==> src/rtl/rom_stream_reader.sv <==
// Walks a contiguous ROM address range and streams the returned words out as a
// valid/ready stream with a last marker, under consumer backpressure.
module rom_stream_reader #(
    parameter int ADDR_WIDTH = 8,
    parameter int DATA_WIDTH = 32,
    parameter int LEN_WIDTH  = 9
) (
    input  logic                  clk,
    input  logic                  rst_n,
    input  logic                  start,
    input  logic [ADDR_WIDTH-1:0] base_addr,
    input  logic [LEN_WIDTH-1:0]  length,
    output logic                  busy,
    output logic                  done,
    output logic [ADDR_WIDTH-1:0] rom_addr,
    output logic                  rom_enable,
    input  logic [DATA_WIDTH-1:0] rom_data,
    output logic                  m_valid,
    input  logic                  m_ready,
    output logic [DATA_WIDTH-1:0] m_data,
    output logic                  m_last
);

    // state  | meaning
    // IDLE   | waiting for start; base/length captured on start
    // READ   | issuing ROM reads while credit allows
    // DRAIN  | all reads issued; waiting for the last word to be accepted
    // FINISH | one-cycle done pulse, then back to IDLE
    typedef enum logic [1:0] {
        IDLE   = 2'd0,
        READ   = 2'd1,
        DRAIN  = 2'd2,
        FINISH = 2'd3
    } state_t;

    state_t                       state;
    logic [LEN_WIDTH-1:0]         len_q;
    logic [LEN_WIDTH-1:0]         issued;
    logic [LEN_WIDTH-1:0]         accepted;
    logic                         in_flight;
    logic                         in_flight_last;
    logic [1:0][DATA_WIDTH-1:0]   buf_data;
    logic [1:0]                   buf_last;
    logic                         rd_ptr;
    logic                         wr_ptr;
    logic [1:0]                   count;
    logic [1:0]                   credit;
    logic                         pop;
    logic                         issue;
    logic                         issue_last;

    // credit is also next-cycle occupancy: the in-flight word always lands next cycle
    always_comb begin
        m_valid    = (count != 2'd0);
        m_data     = buf_data[rd_ptr];
        m_last     = m_valid & buf_last[rd_ptr];
        pop        = m_valid & m_ready;
        credit     = count + {1'b0, in_flight} - {1'b0, pop};
        issue      = (state == READ) && (issued != len_q) && (credit < 2'd2);
        issue_last = (issued == len_q - LEN_WIDTH'(1));
        rom_enable = issue;
    end

    always_ff @(posedge clk or negedge rst_n) begin
        if (!rst_n) begin
            state          <= IDLE;
            busy           <= 1'b0;
            done           <= 1'b0;
            rom_addr       <= '0;
            len_q          <= '0;
            issued         <= '0;
            accepted       <= '0;
            in_flight      <= 1'b0;
            in_flight_last <= 1'b0;
            buf_data       <= '0;
            buf_last       <= '0;
            rd_ptr         <= 1'b0;
            wr_ptr         <= 1'b0;
            count          <= 2'd0;
        end else begin
            in_flight      <= issue;
            in_flight_last <= issue & issue_last;
            if (issue) begin
                rom_addr <= rom_addr + ADDR_WIDTH'(1);
                issued   <= issued + LEN_WIDTH'(1);
            end
            // rom_data is only meaningful the cycle after an enabled read
            if (in_flight) begin
                buf_data[wr_ptr] <= rom_data;
                buf_last[wr_ptr] <= in_flight_last;
                wr_ptr           <= ~wr_ptr;
            end
            if (pop) begin
                rd_ptr   <= ~rd_ptr;
                accepted <= accepted + LEN_WIDTH'(1);
            end
            count <= credit;
            done  <= 1'b0;

            case (state)
                IDLE: begin
                    if (start) begin
                        len_q    <= length;
                        rom_addr <= base_addr;
                        issued   <= '0;
                        accepted <= '0;
                        if (length == '0) begin
                            state <= FINISH;
                            done  <= 1'b1;
                        end else begin
                            state <= READ;
                            busy  <= 1'b1;
                        end
                    end
                end
                READ: begin
                    if (issue && issue_last) state <= DRAIN;
                end
                DRAIN: begin
                    if (pop && (accepted == len_q - LEN_WIDTH'(1))) begin
                        state <= FINISH;
                        busy  <= 1'b0;
                        done  <= 1'b1;
                    end
                end
                FINISH: state <= IDLE;
                default: state <= IDLE;
            endcase
        end
    end

endmodule

==> config.mk <==
export PLATFORM = sky130hd
export DESIGN_NAME = rom_stream_reader
export DESIGN_NICKNAME = d
export VERILOG_FILES = /design/src/rtl/rom_stream_reader.sv
export SDC_FILE = /design/constraint.sdc
export NUM_CORES = 1
export LEC_CHECK = 0
export CORE_ASPECT_RATIO = 1.2
export CORE_MARGIN = 10
export CORE_UTILIZATION = 53
export CTS_CLUSTER_SIZE = 8
export DETAILED_ROUTE_END_ITERATION = 16
export PLACE_DENSITY = 0.8
export SYNTH_ARGS = -nofsm -noshare
export SYNTH_HDL_FRONTEND = slang
export SYNTH_SLANG_ARGS = --single-unit
==> constraint.sdc <==
create_clock -name clk -period 3.7 [get_ports clk]
set_input_delay 0.37 -clock clk [delete_from_list [all_inputs] [get_ports clk]]
set_output_delay 0.37 -clock clk [all_outputs]
set_load 0.05 [all_outputs]
Yosys cells after proc, flatten, opt, wreduce, memory -nomap -nowiden
Cells that the tools add are included.
- $add $sub $neg: 6
- $lt $le $gt $ge: 4
- equal/unequal tests: 10
- muxes and demuxes: 32
- bitwise operators: 5
- reductions and logical operators: 12
- operators with widths (kind ; number):
    $mux W32 ; 3
    $bwmux W64 ; 1
    $mux W9 ; 6
    $demux W32 S1 ; 1
    $mux W8 ; 3
    $add A9 B1 Y9 const B ; 2
    $eq A9 B9 Y1 ; 2
    $logic_not A9 Y1 ; 1
    $mux W1 ; 9
    $ne A9 B9 Y1 ; 1
    $sub A9 B1 Y9 const B ; 1
    $add A8 B1 Y8 const B ; 1
    $mux W2 ; 4
    $pmux W2 S4 ; 1
    $ne A2 B2 Y1 const B ; 3
    $logic_and A1 B1 Y1 ; 5
    $eq A2 B2 Y1 const B ; 2
    $lt A1 B2 Y1 const B ; 2
    $pmux W1 S2 ; 2
    $reduce_and A4 Y1 ; 1
    $reduce_bool A2 Y1 ; 2
    $and A1 B1 Y1 ; 3
    $reduce_and A3 Y1 ; 1
    $add A2 B1 Y2 ; 1
    10 further kinds ; 11
- flip-flop bits (word level): 111
- input bits: 53

Logic depth before layout (Yosys ltp)
- depth after elaboration: 8
- mapped depth: 12
- depth with buffers taken out: 10

Worst setup path before layout
Ideal clock, no wire load.
- path kind: reg2reg
- start point: reg count[0]
- end point: reg issued[5]
- arrival time: 2640 ps
- required time: 3568 ps
- path slack: 928 ps
- stages on the path, launching flop included: 13
- path buffers: 2
- path through: dfrtp_1 o21a_1 clkbuf_1 ha_1 inv_1 ha_1 xnor3_1 inv_1 a311oi_4 buf_2 nand4_1 xor2_1 nor2_1
- longest elaborated chain between the ends: 8
- elaborated cells between the ends (all ways): 9
- classes of those cells: 2 x add/sub; 1 x order compare; 3 x mux; 1 x bitwise; 2 x reduce/logical
- ends and longest elaborated chain (what ; RTL line ; text):
    from (decl) ; 46 ; logic [1:0] count;
    from (signal assigned) ; 97 ; count <= credit;
    $reduce_bool A2 Y1 * ; 54 ; m_valid = (count != 2'd0);
    $and A1 B1 Y1 * ; 57 ; pop = m_valid & m_ready;
    via pop ; 48 ; logic pop;
    $sub A2 B1 Y2 * ; 58 ; credit = count + {1'b0, in_flight} - {1'b0, pop};
    via credit[1] ; 47 ; logic [1:0] credit;
    $lt A2 B2 Y1 * ; 59 ; issue = (state == READ) && (issued != len_q) && (credit < 2'd2);
    $logic_and A1 B1 Y1 * ; 59 ;
    via rom_enable ; 16 ; output logic rom_enable,
    $mux W9 * ; 83 ; if (issue) begin
    $mux W9 ; 102 ; if (start) begin
    $mux W9 * ; 100 ; case (state)
    to (signal assigned) ; 85 ; issued <= issued + LEN_WIDTH'(1);
    to (decl) ; 38 ; logic [LEN_WIDTH-1:0] issued;
The timed path passes the listed nets; every way through them passes the cells marked *.
A chain may end at the register's enable or synchronous reset.

Final worst setup path
- start point: reg count[0]
- end point: out rom_enable
- longest elaborated chain between the ends: 5
- elaborated cells between the ends (all ways): 6
- classes of those cells: 2 x add/sub; 1 x order compare; 1 x bitwise; 2 x reduce/logical
- ends and longest elaborated chain (what ; RTL line):
    parallel branches: the longest is 2 deep, another holds $add A2 B1 Y2 ; n/a
    $sub A2 B1 Y2 * ; 58
    via credit[1] ; 47
    $lt A2 B2 Y1 * ; 59
    $logic_and A1 B1 Y1 * ; 59
    to (decl) ; 16
Mark *: on every way through the listed nets, which the timed path passes.

==> metrics <==
number of clock buffers inserted by TritonCTS=9; Fin. Hold Viols=0; io pins=98; Combinational Power Share=0.366; max_cap viols=0; Iteration-0 DRC Markers=~220; total grt overflow=0; full die area=between 0.01 and 0.015 sq mm; Clock power frac=0.253; sequential share of the synthesized area=0.503; max frequency=between 300 and 400 MHz; Internal=roughly 2.4 mW; Fin Setup TNS=0 ns; Final Slew Violations=0; TritonCTS clock tree=done; CP max FO=8; Post-synth EDFFs=0; Worst-Margin Slew=about 0.58 ns; Primary FF master, synth=dfrtp_1; post-route ant nets=0; post-synthesis async set-or-reset flop share=1.00; Sw Ratio=0.353; post-place setup slack=0.661 ns; vias after detailed routing=3938; setup slack, reg-to-reg=approximately 1 ns; Inserted Diodes=0; Mapped Area=approximately 0.0055 sq mm; Syn Inst Count=roughly 480; final period utilization=0.785; Tmin final=between 2 and 3 ns; Worst Setup Path Type=reg -> out; design area=~0.0069 sq mm; area of the multi-input gates=~0.0026 sq mm; worst vdd ir=roughly 220 uV; Hold Crit Class=in -> async; Starting Density=0.547; RSZ-0062 raised after global routing=no; clock skew=between 0.005 and 0.006 ns; Buffers on Ports=between 90 and 100; Ys Warns=0; vias in the first global route=approximately 4300; Post-DP Area=0.00663 sq mm; register share of total power=0.381; status=completed; NetSw=between 1 and 1.5 mW; final worst-path setup slack=0.795 ns; Area growth syn-to-layout=25.2%; final setup vio count=0; fin nets=628; final core occ=0.684; Clk Latency, worst-skew pair=between 0.3 and 0.4 ns; Seq. cell area=~0.0028 sq mm; largest net degree at the start of global routing=around 110; Total Wirelength=approximately 12000 microns; clk buf depth=2; DP HPWL=8640 microns; CTS resizes=0; PD cells=541 mW/mm^2; Req. time, crit path=3.33 ns; post-DR wirelength/cell=between 15 and 20 microns; CP endpoint kind=primary output; via/cell ratio=between 5 and 6; Clock transition at path regs=roughly 0.07 ns; chip width=between 100 and 150 microns; max_slew headroom=0.615; syn_area_per_cell=between 10 and 15 sq um; Critical Path Start Type=register; drt drc=0; all-layer global routing usage=0.168; Num Clock Sinks=between 100 and 150; Post CTS Setup Buffer Count=0; initial antenna violation count=0; Core Area=~0.010 sq mm; GP Congestion=0.870; #FFs+latches synth=about 110; Leak Pwr=a little under 3 nW; Netlist cell types=47; Die Y=between 100 and 150 microns; CTS root buf=clkbuf_16; site row count=40; first-pass GRT wire length=21100 microns; Post-CTS Hold Fix Bufs=0; CP arrival=2.54 ns; Post-Syn Nets=537; Max H-tree Level=3; Pre-Repair DR Iteration Count=4; fillers=772; layout cells sized above 1=0.225
[cells by family (layout without fill, tap and decap cells)]
family | after synthesis | count (layout) | synth area share
xor+xnor | 44 | 44 | 0.0722
simple gates | 126 | 126 | 0.114
fa+ha+maj | 9 | 9 | 0.0204
buf+inv | 40 | 134 | 0.0294
flops | 111 | 111 | 0.503
compound gates | 42 | 42 | 0.0530
mux | 103 | 103 | 0.209
[stage by stage]
step,power (mW),cells,hold WS (ns)
finish,3.74,695,0.0865
CTS,3.78,695,0.126
global route,3.92,695,0.148
floorplan,2.39,475,0.0744
detailed placement,2.83,681,0.463
global placement,2.80,681,0.456
[area by class of cell]
cell class	instances	area share
clock buffer	11	0.0351
tap	126	0.0228
multi-input combinational	324	0.374
inverter	15	0.00814
clock inverter	3	0.00651
sequential	111	0.401
timing repair buffer	105	0.152
[cells in the final DEF, fill, tap and decap left out, types with 4 or more instances in the layout]
cell type / count
dfrtp_1: 111
mux2_2: 98
clkdlybuf4s50_1: 95
nand2_1: 43
xor2_1: 29
nor2_1: 24
o21ai_0: 18
inv_1: 15
xnor2_1: 14
nand3_1: 11
nand4_1: 11
ha_1: 9
clkbuf_16: 9
buf_4: 8
and2_1: 6
nor4_1: 5
mux2i_1: 5
a21oi_1: 5
or3_1: 4
[flip-flops by register name, summed over array words and instances (netlist names), 2 cells and up]
name,flops
count,2
issued,9
len_q,9
accepted,9
buf_last,2
state,2
buf_data,64
rom_addr,8
[synthesized netlist by cell type, types with 4 or more instances]
| cell type | number | area [sq um] |
|---|---|---|
| a21oi_1 | 5 | 25.0 |
| and2_1 | 6 | 37.5 |
| buf_1 | 6 | 22.5 |
| buf_2 | 4 | 20.0 |
| clkbuf_1 | 13 | 48.8 |
| dfrtp_1 | 111 | 2780 |
| ha_1 | 9 | 113 |
| inv_1 | 15 | 56.3 |
| mux2_2 | 98 | 1100 |
| mux2i_1 | 5 | 50.1 |
| nand2_1 | 43 | 161 |
| nand3_1 | 11 | 55.1 |
| nand4_1 | 11 | 68.8 |
| nor2_1 | 24 | 90.1 |
| nor4_1 | 5 | 31.3 |
| o21ai_0 | 18 | 90.1 |
| or3_1 | 4 | 25.0 |
| xnor2_1 | 14 | 123 |
| xor2_1 | 29 | 254 |
[metal layers]
layer,part of all wire,global-route usage,vias up
met2,0.50,0.286,116
met3,0.056,0.0451,13
met5,0,0,-
met4,0.013,0.0417,0
met1,0.43,0.204,1968
li1,-,-,1841
[worst paths after layout]
kind,cells after the start,end,startpoint
worst min-delay path,2,buf_data[43],rst_n
max in group asynchronous,2,accepted[0],rst_n
worst min register to register,1,rd_ptr,rd_ptr
worst max-delay path,9,rom_enable,count[0]
worst max register to register,10,issued[7],count[0]
min in group clk,1,rd_ptr,rd_ptr
[power by group through the flow]
| stage | logic (mW) | clock network, mW | registers [mW] |
|---|---|---|---|
| 2_1_floorplan | 0.970 | 0 | 1.42 |
| 3_3_place_gp | 1.36 | 0 | 1.44 |
| 3_5_place_dp | 1.38 | 0 | 1.45 |
| 4_1_cts | 1.38 | 0.969 | 1.43 |
| 5_1_grt | 1.46 | 1.01 | 1.45 |
| 6_report | 1.37 | 0.949 | 1.43 |
[critical path, stage by stage (launching register included)]
cell and delay (ns):
dfrtp_1 0.40, o21a_1 0.21, ha_1 0.27, inv_1 0.04, ha_1 0.17, xnor3_1 0.19
inv_1 0.07, a311oi_4 0.47, buf_4 0.24, buf_12 0.14
Power figures use the tool's default switching activity.
